### config.mk
export PLATFORM = sky130hd
export DESIGN_NAME = sprite_anim_ctrl
export DESIGN_NICKNAME = d
export VERILOG_FILES = /design/src/rtl/anim_pkg.sv /design/src/rtl/sprite_anim_ctrl_pixel_scan.sv /design/src/rtl/sprite_anim_ctrl.sv
export SDC_FILE = /design/constraint.sdc
export NUM_CORES = 1
export LEC_CHECK = 0
export ABC_AREA = 1
export CAP_MARGIN = 40
export CORE_MARGIN = 3
export CORE_UTILIZATION = 57
export DETAILED_ROUTE_END_ITERATION = 16
export DONT_BUFFER_PORTS = 1
export PLACE_DENSITY = 0.8
export SETUP_SLACK_MARGIN = 0.4
export SYNTH_ARGS = -nofsm -noshare
export SYNTH_HDL_FRONTEND = slang
export SYNTH_SLANG_ARGS = --single-unit
### constraint.sdc
create_clock -name clock -period 6.5 [get_ports clock]
set_clock_uncertainty 0.2 [all_clocks]
set_input_delay 1.3 -clock clock [delete_from_list [all_inputs] [get_ports clock]]
set_output_delay 1.3 -clock clock [all_outputs]
set_load 0.01 [all_outputs]
### src/rtl/anim_pkg.sv
// Shared state encoding, colours and screen geometry for the sprite animator and VGA adapter.
package anim_pkg;
  typedef enum logic [2:0] {
    S_IDLE,
    S_WAIT,
    S_ERASE,
    S_MOVE,
    S_DRAW
  } anim_state_t;

  localparam logic [2:0] FG_DEFAULT = 3'b110;
  localparam logic [2:0] BG_DEFAULT = 3'b000;
  localparam int SCREEN_W = 160;
  localparam int SCREEN_H = 120;
endpackage

### src/rtl/sprite_anim_ctrl_pixel_scan.sv
// 2-D px/py scan over a SIZE x SIZE square, px fastest; wraps to 0 after the last pixel.
module pixel_scan #(
  parameter int SIZE = 4
) (
  input  logic       clock,
  input  logic       reset,
  input  logic       run,
  output logic [3:0] px,
  output logic [3:0] py,
  output logic       done
);
  localparam logic [3:0] LAST = 4'(SIZE - 1);

  assign done = run && (px == LAST) && (py == LAST);

  // Counter returns to 0 on the last pixel, so every pass starts clean.
  always_ff @(posedge clock) begin
    if (!reset) begin
      px <= '0;
      py <= '0;
    end else if (run) begin
      if (px == LAST) begin
        px <= '0;
        py <= (py == LAST) ? 4'd0 : py + 4'd1;
      end else begin
        px <= px + 4'd1;
      end
    end
  end
endmodule

### src/rtl/sprite_anim_ctrl.sv
// Falling-square sequencer: wait for frame tick, erase, step Y, redraw; one pixel write per clock.
module sprite_anim_ctrl
  import anim_pkg::*;
#(
  parameter int         SIZE      = 4,
  parameter int         STEP      = 1,
  parameter int         Y_LIMIT   = SCREEN_H,
  parameter logic [2:0] FG_COLOUR = FG_DEFAULT,
  parameter logic [2:0] BG_COLOUR = BG_DEFAULT
) (
  input  logic       clock,
  input  logic       reset,
  input  logic       go,
  input  logic       halt,
  input  logic [7:0] start_x,
  input  logic       frame_tick,
  output logic [7:0] vga_x,
  output logic [6:0] vga_y,
  output logic [2:0] vga_colour,
  output logic       vga_plot,
  output logic       busy,
  output logic       wrapped,
  output logic       tick_drop
);
  anim_state_t state, next;
  logic [7:0]  pos_x;
  logic [6:0]  pos_y;
  logic        pending;
  logic [3:0]  px, py;
  logic        scan_run, scan_done;
  logic [7:0]  y_adv;

  assign scan_run = (state == S_ERASE) || (state == S_DRAW);
  assign busy     = (state != S_IDLE);
  assign y_adv    = {1'b0, pos_y} + 8'(STEP);

  pixel_scan #(.SIZE(SIZE)) u_scan (
    .clock(clock),
    .reset(reset),
    .run  (scan_run),
    .px   (px),
    .py   (py),
    .done (scan_done)
  );

  always_ff @(posedge clock) begin
    if (!reset) state <= S_IDLE;
    else        state <= next;
  end

  always_comb begin
    next = state;
    case (state)
      S_IDLE:  if (go) next = S_DRAW;
      S_WAIT: begin
        if (halt)                         next = S_IDLE;
        else if (pending || frame_tick)   next = S_ERASE;
      end
      S_ERASE: if (scan_done) next = S_MOVE;
      S_MOVE:  next = S_DRAW;
      S_DRAW:  if (scan_done) next = S_WAIT;
      default: next = S_IDLE;
    endcase
  end

  always_ff @(posedge clock) begin
    if (!reset) begin
      pos_x      <= '0;
      pos_y      <= '0;
      pending    <= 1'b0;
      vga_x      <= '0;
      vga_y      <= '0;
      vga_colour <= '0;
      vga_plot   <= 1'b0;
      wrapped    <= 1'b0;
      tick_drop  <= 1'b0;
    end else begin
      wrapped   <= 1'b0;
      tick_drop <= 1'b0;
      vga_plot  <= scan_run;

      if (state == S_IDLE && go) begin
        pos_x <= start_x;
        pos_y <= '0;
      end

      if (state == S_MOVE) begin
        if (y_adv + 8'(SIZE) > 8'(Y_LIMIT)) begin
          pos_y   <= '0;
          wrapped <= 1'b1;
        end else begin
          pos_y <= y_adv[6:0];
        end
      end

      // A tick arriving alongside a pending-triggered erase becomes the new pending tick.
      if (state == S_WAIT && next == S_ERASE) begin
        pending <= pending & frame_tick;
      end else if (frame_tick && state != S_WAIT && !(state == S_IDLE && go)) begin
        if (pending) tick_drop <= 1'b1;
        pending <= 1'b1;
      end

      if (scan_run) begin
        vga_x      <= pos_x + {4'b0, px};
        vga_y      <= pos_y + {3'b0, py};
        vga_colour <= (state == S_ERASE) ? BG_COLOUR : FG_COLOUR;
      end
    end
  end
endmodule

[Word level (Yosys, flattened, before mapping)]
Cells that the tools add are included.
Storage, ports and cells
  word-level logic and storage cells: 62
  output and inout port bits: 22
  bits in registers: 48
  input port bits: 13
Operators by class
  bitwise gates (word level): 3
  magnitude comparators: 1
  reductions and logical operators: 16
  eq/ne operators: 8
  mux-type cells: 16
  add/sub/neg operators: 6
Operator list (count)
  $mux W7: 3
  $mux W3: 6
  $pmux W3 S5: 1
  $eq A3 B2 Y1 const B: 3
  $add A4 B1 Y4 const B: 2
  $add A7 B1 Y8 const B: 1
  $add A8 B3 Y8 const B: 1
  $add A8 B4 Y8: 1
  $eq A4 B2 Y1 const B: 2
  $gt A8 B7 Y1 const B: 1
  $mux W4: 2
  $add A7 B4 Y7: 1
  $logic_and A1 B1 Y1: 6
  $mux W1: 4
  $reduce_and A2 Y1: 2
  $reduce_bool A2 Y1: 2
  $eq A3 B1 Y1 const B: 1
  $eq A3 B3 Y1 const B: 1
  $logic_not A3 Y1: 1
  $ne A3 B1 Y1 const B: 1
  $reduce_bool A3 Y1: 1
  $reduce_or A3 Y1: 1
  $logic_or A1 B1 Y1: 2
  $not A1 Y1: 2
  other kinds (2): 2

[Logic depth before layout (Yosys ltp)]
Gate-level depths: netlist (run 1).
  depth in word-level cells: 9
  mapped depth: 13
  gate-level depth less buffers: 13

[Hierarchy]
A second synthesis (run 1) with hierarchy kept.
Unflattened totals
  cell total of the unflattened synthesis: 333
  area, all modules: 2429.8 um^2
Modules (own cells, without submodules)
  sprite_anim_ctrl: seq. area each 760.7 um^2, area an instance 2025.7 um^2, times used 1, cells an instance 278
  pixel_scan: seq. area each 160.2 um^2, area an instance 404.1 um^2, times used 1, cells an instance 55

[Worst setup path after synthesis (run 1)]
OpenSTA, ideal clock, no wires.
  path kind: input -> register
  from: input port reset
  to: register pos_y[0]
  setup slack: 4.189 ns
  stages on the path: 4
  library setup time: 0.071 ns
  required time: 6.229 ns
  arrival: 2.041 ns
  buffers on the path: 2
  path through: clkbuf_1 clkinv_1 clkbuf_1 a21oi_1
RTL lines
  start: declaration: RTL line sprite_anim_ctrl.sv:12  | input logic reset,
  end signal: assignment: RTL line sprite_anim_ctrl.sv:92  | pos_y <= y_adv[6:0];
  end: declaration: RTL line sprite_anim_ctrl.sv:27  | logic [6:0] pos_y;
No word-level cell between the ends.

[Final worst setup path (run 1)]
  from: register pos_y[1]
  to: register pos_y[5]
Between the ends
  longest elaborated chain between the ends: 5
RTL lines
  $add A7 B1 Y8 *: RTL line sprite_anim_ctrl.sv:35  | assign y_adv = {1'b0, pos_y} + 8'(STEP);
  $add A8 B3 Y8: RTL line sprite_anim_ctrl.sv:88  | if (y_adv + 8'(SIZE) > 8'(Y_LIMIT)) begin
  $gt A8 B7 Y1: RTL line sprite_anim_ctrl.sv:88
  $mux W7 *: RTL line sprite_anim_ctrl.sv:88
  $mux W7 *: RTL line sprite_anim_ctrl.sv:87  | if (state == S_MOVE) begin
Mark *: on every way between the ends. The rest lies on a longest branch, timed or not.
A chain may end at the register's enable or synchronous reset.

==> results.txt, run 1 <==
Yosys reg bits = 46
Synth cell count leaders = dfxtp_1 (46), nand2_1 (46), inv_1 (41), nor2_1 (35), a21oi_1 (33)
Sink Count = 46
Layout cells sized above 1 = 8.025%
Post-DP HPWL = 3477 um
Synth cell types = 32
RSZ-0062 raised after global routing = no
Hold Fails Final Rpt = 0
Synth Cell Area = 2456 um2
Hold crit path type = reg2reg
Clk_lat worst skew = 290 ps
Die height = 71.64 um
Leak = 1.058 nW
TritonCTS clock tree = built
Cells after Synth = 330
Crit. End Element = register
Status = complete, no violations
Min Tclk post-route = 2424 ps
Setup ws final = 4076 ps
Slowest cell on the critical path = dfxtp_1
Number of H-tree levels = 2
Worst slew pin tran = 654.1 ps
Post-synth ARST share = 0%
DRC Markers = 0
Post-synth EDFFs = 0
Synth warn = 0
Critical Path Fanout Max = 8
Fmax = 412.5 MHz
Cell Chain, Critical Path = ha_1 > nand2_1 > inv_1 > nor2_4 > ha_1 > a21oi_1 > nand3_1 > nor2_1 > nand3_2 > nand3_1 > a21oi_1
Delay-heaviest family, CP = simple AND/OR/NAND/NOR gates
Area growth, synth to finish = 2.700%
Max transition margin = 56.27%
Pin count of the biggest net entering global routing = 28
Nets = 352
# rows = 23
Vias in the first global route = 1976
Power Density = 207.6 nW/um2
Total Power = 523.7 uW
Antenna Nets Post-Route = 0
Critical Path RT = 6470 ps
Mapped Avg Cell Area = 7.443 um2
DR vias/cell = 5.369
First-pass GRT wire length = 8638 um
CTS Buf Count = 5
Synth area leaders = dfxtp_1 (37%), nand2_1 (7.0%), a21oi_1 (6.7%)
Cell taking the most area after synthesis = dfxtp_1
Placer Congestion = 0.8823
Hold_ws = 255.0 ps
Via Count = 2008
Startpoint types = register
Port Buffers = 0
Slowest stage delay, CP = 470 ps
Post-CTS Hold Buffers = 0
Register area share after synthesis = 37.49%
Routed WL = 4825 um
Fin. max-slew vios = 0
Final Util = 61.73%
Worst-path clk slew = 80 ps
Gr usage total = 20.53%
Resized cells post-CTS = 0
Post-synth net total = 358
Setup TNS = 0 ps
Tcrit/Tclk final = 37.30%
Worst EP arrival = 2390 ps
Die Width = 71.64 um
Die ar. = 5132 um2
Iter 0 DRT Violations = 142
Crit Path Class = reg2reg
Maximum vdd drop = 0.1630 mV
Clk root buf = clkbuf_8
Core area = 4086 um2
Top-area cell type share of the netlist area = 37.49%
Detailed Routing Iterations Pass 1 = 4
Worst slack at placement = 3930 ps
Initial antenna violation count = 0
Synth Flop Type = dfxtp_1
Post-CTS Setup Bufs = 0
# Max-Cap Violations = 0
Setup Viol. Count Final = 0
WL/cell = 12.90 um
# diodes = 0
Io pins = 35
Worst Path Buf+Inv = 1
Remaining global-route overflow = 0
Initial Utilization = 60.10%
Clock Tree Buf Depth = 2
-- report_power, final --
part,internal (mW),switching [mW]
logic,0.0168,0.0297
registers,0.298,0.0169
clock network,0.0741,0.0881
-- cells in the final DEF, fill, tap and decap left out, types with 2 or more instances in the layout --
cell / n
nand2_1: 46
fa_1: 2
inv_2: 2
xor2_1: 11
nor2_1: 35
nand3_2: 5
o21bai_1: 4
nand4_1: 5
a211oi_1: 2
clkbuf_8: 5
dfxtp_1: 46
nand3_1: 22
o21ai_0: 26
or2_2: 2
nor2_4: 2
ha_1: 13
inv_1: 41
nand2_2: 4
a21oi_1: 33
clkbuf_1: 2
a31oi_1: 2
nor3_1: 3
nor2_2: 4
-- state kept, by name, summed over array words and instances (netlist names) --
register	flops
u_scan.px	4
pending	1
state	3
tick_drop	1
vga_colour	1
u_scan.py	4
vga_x	8
wrapped	1
pos_y	7
vga_y	7
vga_plot	1
pos_x	8
-- final timing paths --
kind | slack [ps] | end | start | depth (start not counted)
worst max-delay path | 4080 | pos_y[5] | pos_y[1] | 11
worst min-delay path | 260 | pos_x[2] | pos_x[2] | 2
worst max register to register | 4080 | pos_y[5] | pos_y[1] | 11
worst min register to register | 260 | pos_x[2] | pos_x[2] | 2
-- area by class of cell --
cell class / instances / area, um2
fill: 384 / 1564
multi-input combinational: 227 / 1297
sequential: 46 / 920.9
inverter: 44 / 165.2
clock buffer: 7 / 76.32
tap: 50 / 62.56
-- worst min-delay path: stages, from the launching register on --
cell     delay, ps
dfxtp_1        320
inv_1           50
a21oi_1         50
-- per-layer routing --
| layer | GRT usage [%] | vias to the layer above | part of all wire, % |
|---|---|---|---|
| met5 | 0 | - | 0 |
| met4 | 6.263 | 0 | 1.2 |
| met3 | 4.769 | 5 | 3.2 |
| met2 | 35.71 | 29 | 50 |
| met1 | 25.11 | 921 | 46 |
| li1 | - | 1053 | - |
-- through the flow --
step	instances	cell area, um2
2_1_floorplan	330	2456
3_3_place_gp	367	2446
3_5_place_dp	367	2446
4_1_cts	374	2522
5_1_grt	374	2522
6_report	374	2522
-- cell families (layout without fill, tap and decap cells) --
group,Yosys count,in the layout,share of synthesized area (%)
simple gates,128,128,24.25
compound gates,71,71,15.89
buf+inv,57,51,9.679
flops,46,46,37.49
fa+ha+maj,15,15,8.253
xor+xnor,12,12,4.279
other cells,1,1,0.1527
No activity file was read; power rests on OpenSTA's default activity.
==> inputs of run 2 (changes only) <==
- PLACE_DENSITY: 0.8 -> 0.83
- clock period: 6.5 -> 2.2 ns (I/O delays scaled with it)
==> results.txt, run 2 (synthesis results as in run 1) <==
Status = complete, no violations
Worst-path clk slew = 90 ps (about the same)
Routed WL = 6213 um (+29%)
Layout cells sized above 1 = 29.75% (+22 points)
DR vias/cell = 5.675 (+5.7%)
Io pins = 35 (unchanged)
Hold Fails Final Rpt = 0 (unchanged)
Leak = 1.226 nW (+16%)
Crit. End Element = register
WL/cell = 15.42 um (+20%)
Hold path depth = 2 (unchanged)
Commonest non-fill, non-tap cell in the layout = nand2_1
Critical Path Fanout Max = 8 (unchanged)
Post-DP HPWL = 3702 um (+6.5%)
Most frequent cells in the layout = nand2_1 (40), dfxtp_1 (39), inv_1 (38), nor2_1 (30)
Initial Utilization = 60.10% (unchanged)
Die height = 71.64 um (unchanged)
Pin count of the biggest net entering global routing = 28 (unchanged)
Tcrit/Tclk final = 93.92% (+57 points)
Fmax = 484.0 MHz (+17%)
Area growth, synth to finish = 23.94%
Total placed instance area = 2542 um2 (+3.9%)
Post-CTS Hold Buffers = 0 (unchanged)
Largest regs = pos_x (8), vga_x (8)
Final Util = 74.49% (+13 points)
Startpoint types = register
Setup TNS = 0 ps (unchanged)
First-pass GRT wire length = 10030 um (+16%)
Post-Layout Inst Area = 3044 um2 (+21%)
Core area = 4086 um2 (unchanged)
Reg2Reg Depth = 11 (unchanged)
Initial antenna violation count = 0 (unchanged)
Gr usage total = 24.30% (+3.8 points)
Placer Congestion = 0.8829 (about the same)
Detailed Routing Iterations Pass 1 = 4 (unchanged)
Port Buffers = 0 (unchanged)
Crit Path Class = reg2reg
Placed Cells = 374 (+1.9%)
Nets = 380 (+8.0%)
Worst slew pin tran = 554.2 ps (-99.89 ps)
Worst EP arrival = 2050 ps (-340 ps)
Max transition margin = 62.83% (+6.6 points)
Die Width = 71.64 um (unchanged)
Layout Cells excl Fill = 403 (+7.8%)
Setup Viol. Count Final = 0 (unchanged)
RSZ-0062 raised after global routing = yes
# rows = 23 (unchanged)
Number of H-tree levels = 2 (unchanged)
Die ar. = 5132 um2 (unchanged)
Sink Count = 46 (unchanged)
Via Count = 2287 (+14%)
CTS Buf Count = 5 (unchanged)
Maximum vdd drop = 0.8310 mV (+410%)
Clk root buf = clkbuf_8
Clk_lat worst skew = 300 ps (about the same)
DRC Markers = 0 (unchanged)
# Max-Cap Violations = 0 (unchanged)
Iter 0 DRT Violations = 163 (+15%)
Vias in the first global route = 2308 (+17%)
Remaining global-route overflow = 0 (unchanged)
Critical Path RT = 2180 ps (-4290 ps)
Min Tclk post-route = 2066 ps (-358.1 ps)
Antenna Nets Post-Route = 0 (unchanged)
Power Density = 576.6 nW/um2 (+180%)
Fin. max-slew vios = 0 (unchanged)
TritonCTS clock tree = built
# diodes = 0 (unchanged)
Hold crit path type = in2reg
Clock Tree Buf Depth = 2 (unchanged)
run 2: cell count changes in the layout (fill, tap and decap cells not counted), sizes merged:
cell | previous run | this run
clkbuf | 7 | 5
clkinvlp | 0 | 2
buf | 0 | 28
bufinv | 0 | 1
run 2: final timing paths:
| check | from | endpoint | slack [ps] |
|---|---|---|---|
| setup reg to reg | pos_y[0] | pos_y[0] | 130 |
| hold / removal | reset | wrapped | 50 |
| setup / recovery | pos_y[0] | pos_y[0] | 130 |
| hold reg to reg | pos_x[3] | pos_x[3] | 280 |
run 2: per-layer routing:
layer / share of wire (%) / wire [um] / vias to the layer above / track usage, %
met2: 53 / 3268 / 60 / 43.06
li1: - / - / 1120 / -
met4: 0.98 / 61 / 0 / 8.768
met3: 5.3 / 331 / 4 / 5.891
met5: 0 / 0 / - / 0
met1: 41 / 2552 / 1103 / 28.35
run 2: stage by stage:
stage / total power, mW / worst slack, ps / hold WS [ps]
after CTS: 1.737 / 177.1 / 40.08
final: 1.755 / 133.8 / 54.10
after global routing: 1.822 / 55.54 / 45.70
after global placement: 1.087 / 166.1 / 238.4
after detailed placement: 1.091 / 98.06 / 240.4
after floorplan: 1.064 / 291.5 / 228.0
run 2: repair_timing:
item / 4_1_cts / 5_1_grt
setup endpoints to repair: 16 / 29
pin swaps: 16 / 25
setup buffers: 11 / 10
resized for setup: 26 / 26
run 2: critical path: stages (launching register included):
cell	delay, ps
dfxtp_4	390
ha_4	180
nand2_2	60
inv_2	50
nor2_4	130
ha_4	220
a21oi_4	120
nand3_2	130
nor2_4	130
nand3_4	160
nand3_2	120
a21oi_2	50
run 2: cell type report:
cell class	instances	area, um2
clock buffers	5	68.82
clock inverters	3	43.79
fillers	272	1042
inverters	44	168.9
multi-input cells	227	1531
flip-flops and latches	46	942.2
well taps	50	62.56
repair buffers	28	226.5
run 2: report_power, final:
part / switching [mW] / internal [mW] / leakage, nW / total, mW
registers: 0.0535 / 0.877 / 0.381 / 0.930
clock network: 0.299 / 0.339 / 0.0547 / 0.638
logic: 0.108 / 0.0793 / 0.790 / 0.187
total: 0.461 / 1.29 / 1.23 / 1.76
